File: src/rtl/alu_op_sequencer.sv
// alu_op_sequencer: expands one accepted ALU command into per-cycle ALU control strobes and returns the captured ACC/flags.
// Ports: clk/rst (sync, active-high); req_* command channel (valid/ready);
// alu_* control strobes, opcode and data bus out, acc/flags in from the ALU;
// rsp_* response channel (valid/ready) with result, flags and error; busy; op_count.
module alu_op_sequencer #(
  parameter int DATA_W = 8,
  parameter int OP_W   = 5,
  parameter int CNT_W  = 16
) (
  input  logic              clk,
  input  logic              rst,
  input  logic              req_valid,
  output logic              req_ready,
  input  logic [1:0]        req_cmd,
  input  logic [OP_W-1:0]   req_op,
  input  logic [DATA_W-1:0] req_operand,
  input  logic              req_preserve,
  output logic              alu_ctrl_sig,
  output logic [OP_W-1:0]   alu_opcode,
  output logic              alu_acc_write_en,
  output logic              alu_tmp_write_en,
  output logic              alu_flags_write_en,
  output logic              alu_act_store,
  output logic              alu_act_restore,
  output logic [DATA_W-1:0] alu_data_out,
  input  logic [DATA_W-1:0] alu_acc_in,
  input  logic [DATA_W-1:0] alu_flags_in,
  output logic              rsp_valid,
  input  logic              rsp_ready,
  output logic [DATA_W-1:0] rsp_result,
  output logic [DATA_W-1:0] rsp_flags,
  output logic              rsp_err,
  output logic              busy,
  output logic [CNT_W-1:0]  op_count
);
  typedef enum logic [3:0] {IDLE, SAVE, LOAD_TMP, LOAD_ACC, LOAD_FLAGS, EXEC, CAPTURE, RESTORE, RESP} state_t;
  localparam logic [OP_W-1:0] OP_CMP  = OP_W'(7);
  localparam logic [OP_W-1:0] OP_DAA  = OP_W'(12);
  localparam logic [OP_W-1:0] OP_LAST = OP_W'(17);
  state_t              state_q, state_d;
  logic [OP_W-1:0]     op_q, op_d;
  logic [DATA_W-1:0]   operand_q, operand_d;
  logic                save_q, save_d;
  logic [DATA_W-1:0]   result_q, result_d;
  logic [DATA_W-1:0]   flags_q, flags_d;
  logic                err_q, err_d;
  logic [CNT_W-1:0]    count_q, count_d;
  logic                accept, req_err, req_save;
  assign accept   = req_valid && state_q == IDLE;
  assign req_err  = req_cmd == 2'b11 || (req_cmd == 2'b00 && (req_op == OP_DAA || req_op > OP_LAST));
  // CMP never touches ACC, so save/restore around it would be pointless
  assign req_save = req_cmd == 2'b00 && req_preserve && req_op != OP_CMP;
  always_ff @(posedge clk) begin
    if (rst) begin
      state_q   <= IDLE;
      op_q      <= '0;
      operand_q <= '0;
      save_q    <= 1'b0;
      result_q  <= '0;
      flags_q   <= '0;
      err_q     <= 1'b0;
      count_q   <= '0;
    end else begin
      state_q   <= state_d;
      op_q      <= op_d;
      operand_q <= operand_d;
      save_q    <= save_d;
      result_q  <= result_d;
      flags_q   <= flags_d;
      err_q     <= err_d;
      count_q   <= count_d;
    end
  end
  always_comb begin
    state_d   = state_q;
    op_d      = op_q;
    operand_d = operand_q;
    save_d    = save_q;
    result_d  = result_q;
    flags_d   = flags_q;
    err_d     = err_q;
    count_d   = count_q;
    case (state_q)
      IDLE: if (accept) begin
        op_d      = req_op;
        operand_d = req_operand;
        save_d    = req_save;
        err_d     = req_err;
        result_d  = '0;
        flags_d   = '0;
        state_d   = req_err ? RESP :
                    req_cmd == 2'b01 ? LOAD_ACC :
                    req_cmd == 2'b10 ? LOAD_FLAGS :
                    req_save ? SAVE :
                    req_op <= OP_CMP ? LOAD_TMP : EXEC;
      end
      SAVE:       state_d = op_q <= OP_CMP ? LOAD_TMP : EXEC;
      LOAD_TMP:   state_d = EXEC;
      LOAD_ACC:   state_d = CAPTURE;
      LOAD_FLAGS: state_d = CAPTURE;
      EXEC:       state_d = CAPTURE;
      CAPTURE: begin
        result_d = alu_acc_in;
        flags_d  = alu_flags_in;
        state_d  = save_q ? RESTORE : RESP;
      end
      RESTORE:    state_d = RESP;
      RESP: if (rsp_ready) begin
        state_d = IDLE;
        count_d = (err_q || count_q == '1) ? count_q : count_q + CNT_W'(1);
      end
      default:    state_d = IDLE;
    endcase
  end
  always_comb begin
    req_ready          = state_q == IDLE;
    busy               = state_q != IDLE;
    alu_act_store      = state_q == SAVE;
    alu_tmp_write_en   = state_q == LOAD_TMP;
    alu_acc_write_en   = state_q == LOAD_ACC;
    alu_flags_write_en = state_q == LOAD_FLAGS;
    alu_ctrl_sig       = state_q == EXEC;
    alu_act_restore    = state_q == RESTORE;
    alu_opcode         = state_q == IDLE ? '0 : op_q;
    alu_data_out       = (state_q == LOAD_TMP || state_q == LOAD_ACC || state_q == LOAD_FLAGS) ? operand_q : '0;
    rsp_valid          = state_q == RESP;
    rsp_result         = result_q;
    rsp_flags          = flags_q;
    rsp_err            = err_q;
    op_count           = count_q;
  end
endmodule

File: config.mk
export PLATFORM = sky130hd
export DESIGN_NAME = alu_op_sequencer
export DESIGN_NICKNAME = d
export VERILOG_FILES = /design/src/rtl/alu_op_sequencer.sv
export SDC_FILE = /design/constraint.sdc
export NUM_CORES = 1
export LEC_CHECK = 0
export CAP_MARGIN = 20
export CORE_ASPECT_RATIO = 1.75
export CORE_MARGIN = 1.5
export CORE_UTILIZATION = 45
export CTS_CLUSTER_SIZE = 28
export DETAILED_ROUTE_END_ITERATION = 12
export MAX_ROUTING_LAYER = met4
export PLACE_DENSITY = 0.93
export SETUP_SLACK_MARGIN = 0.05
export SYNTH_ARGS = -nofsm -noshare
export SYNTH_HDL_FRONTEND = slang
export SYNTH_SLANG_ARGS = --single-unit
File: constraint.sdc
create_clock -name clk -period 2.4 [get_ports clk]
set_input_delay 0.6 -clock clk [delete_from_list [all_inputs] [get_ports clk]]
set_output_delay 0.6 -clock clk [all_outputs]
set_load 0.01 [all_outputs]
==> metrics.md <==
| Metric | Value |
|---|---|
| CP Max Fanout | 10 |
| DRC Markers | 0 |
| Starting Density | 0.4715 |
| Clk slew on worst S/H paths | 90 ps |
| WP data required | 1800 ps |
| CP Launch Type | register |
| Die area | 0.006026 sq mm |
| Total core area | 0.005299 sq mm |
| Critical path class | reg2out |
| RSZ-0062 raised after global routing | false |
| Top_reg_cell synth | dfxtp_1 |
| Htree depth | 2 |
| Final Cycle Share | 0.9602 |
| Post-synth EDFFs | 0 |
| Critical path arrival | approximately 1700 ps |
| Rows | 35 |
| Net Count, Synth | 355 |
| Largest area contributor in the netlist | dfxtp_1 |
| P_leak | 1.382 nW |
| Vias per cell | 5.505 |
| Slowest CP cell | or4_4 |
| Vias in the first global route | roughly 2.7k |
| Final Cell Area | 0.003621 sq mm |
| Max-slew violations | 0 |
| Status | complete, no violations |
| Placer Congestion | 0.8853 |
| Critical R2R Launch | state_q[2] |
| Ant diodes | 0 |
| CP cell instances | or4_4 > and2_1 > dlygate4sd2_1 |
| Pre-Repair DR Iteration Count | 4 |
| Via count | 2670 |
| Mapped Cells | 318 |
| Worst-Margin Slew | 591.0 ps |
| WL/cell | 14.53 um |
| Final #Nets | 447 |
| PnR Total Power | about 2.5 mW |
| Max VDD drop | 336.5 uV |
| CTS tree | built |
| Seq/Total Area, Yosys | 0.4086 |
| Most numerous cell in the Yosys netlist | nand2_1 |
| Detailed placement HPWL | 5177 um |
| GR Overflow Total | 0 |
| Clk buf depth | 2 |
| Post-CTS Setup Inserts | 0 |
| Antenna violations before repair | 0 |
| Die width | 59.33 um |
| Post-route ant nets | 0 |
| Synth top area cells | dfxtp_1, a21oi_1, nand2_1 |
| FMAX | 0.4339 GHz |
| Pwr/cell area | between 600 and 700 mW/mm^2 |
| Drt first-iter violations | 99 |
| Mapped cell area | 0.002499 sq mm |
| Post-synth ARST share | 0 |
| Largest net degree at the start of global routing | 35 |
| Endpoints failing setup | 0 |
| GRT Util Overall | 0.2474 |
| Post-Route WL | 7048 um |
| Crit-path max cell delay | 600 ps |
| Share of cells above drive strength 1 | 0.1241 |
| Crit path capture type | output pin |
| Synth cell types | 44 |
| Hold Path Origin | op_q[2] |
| Util after Layout | 0.6834 |
| Relative slew slack | 0.6060 |
| Fin Clk Skew | 6.491 ps |
| Post-synth top area share | 0.4086 |
| Crit. Startpoint | state_q[1] |
| Top cells by count, synth | nand2_1, dfxtp_1, a21oi_1 |
| I/O pins | 91 |
| Worst-Skew Late Latency | 310 ps |
| Yosys warning total | 0 |
| First-pass GRT wire length | 11430 um |
| CTS Buf Count | 5 |
| Port buffer count | 90 |
| Class of the worst hold path | reg2reg |
| Fin crit period | roughly 2300 ps |
| Post-DP Area | 0.003516 sq mm |
| Area delta synth->final | 44.92% |
| TritonCTS Sinks | 51 |
| Max Cap Viol | 0 |
| Synth Area per Inst | 7.857 sq um |
| Final count of hold timing violations | 0 |
| Register bit total from synthesis | roughly 50 |
| CTS root buf | clkbuf_8 |
| Die H | 101.6 um |
## layout by cell type, fill, tap and decap left out, types with 7 or more instances in the layout
cell type,n
nand3_1,22
a21oi_1,43
buf_4,17
nor2b_1,7
dlygate4sd2_1,8
nand2_1,56
clkbuf_2,8
nor2_1,18
and2_1,17
dfxtp_1,49
clkdlybuf4s50_1,69
## stage by stage
step	std cells	setup slack [ps]	hold WS (ps)	setup TNS, ps
after global placement	477	72.09	437.7	0
after global routing	485	42.63	487.2	0
after CTS	485	50.17	456.3	0
after detailed placement	477	-26.91	443.9	-54.96
after floorplan	318	473.0	431.7	0
final	485	95.45	453.7	0
## timing repair
item,CTS,global route
gates resized for setup,22,18
endpoints found under the setup margin,17,14
hold buffers,0,0
## cells by family after synthesis
family          Yosys count  share of synthesized area
mux                       7                    0.03104
simple gates            155                     0.3185
flops                    51                     0.4086
compound gates           75                     0.1868
fa+ha+maj                 1                   0.005007
buf+inv                  29                    0.05007
## critical path: cells and delay by family, from the launching register on
kind	cells	cell delay, ps
flip-flops	1	340
AND/OR/NAND/NOR	2	790
buffers and inverters	1	280
## where the power goes
part | switching, mW | internal [mW] | total, mW
clock network | 0.290 | 0.416 | 0.706
registers | 0.0531 | 0.921 | 0.974
logic | 0.441 | 0.374 | 0.815
## final timing paths
kind,to,slack (ps),cells after the start
max,alu_opcode[4],100,3
min,op_q[2],450,2
max reg2reg,op_count[11],450,6
min reg2reg,op_q[2],450,2
## area by class of cell
type | count | area, sq um
Fill cell | 462 | 1678
Clock inverter | 3 | 67.56
Clock buffer | 5 | 68.82
Sequential cell | 51 | 1023
Multi-Input combinational cell | 238 | 1359
Inverter | 7 | 26.28
Timing Repair Buffer | 107 | 983.4
Tap cell | 74 | 92.59
## layer usage
metal | vias to the layer above | track usage | share of wire
met1 | 1245 | 0.2496 | 0.38
met3 | 19 | 0.03448 | 0.041
met5 | - | - | 0
met2 | 100 | 0.4531 | 0.55
met4 | 0 | 0.1084 | 0.029
li1 | 1306 | - | -
## sequential cells by signal, summed over array words and instances (netlist names)
signal / count
op_count: 16
rsp_flags: 8
rsp_err: 1
state_q: 4
operand_q: 8
op_q: 5
save_q: 1
rsp_result: 8
Note: power is estimated with default switching activity, not from simulation.
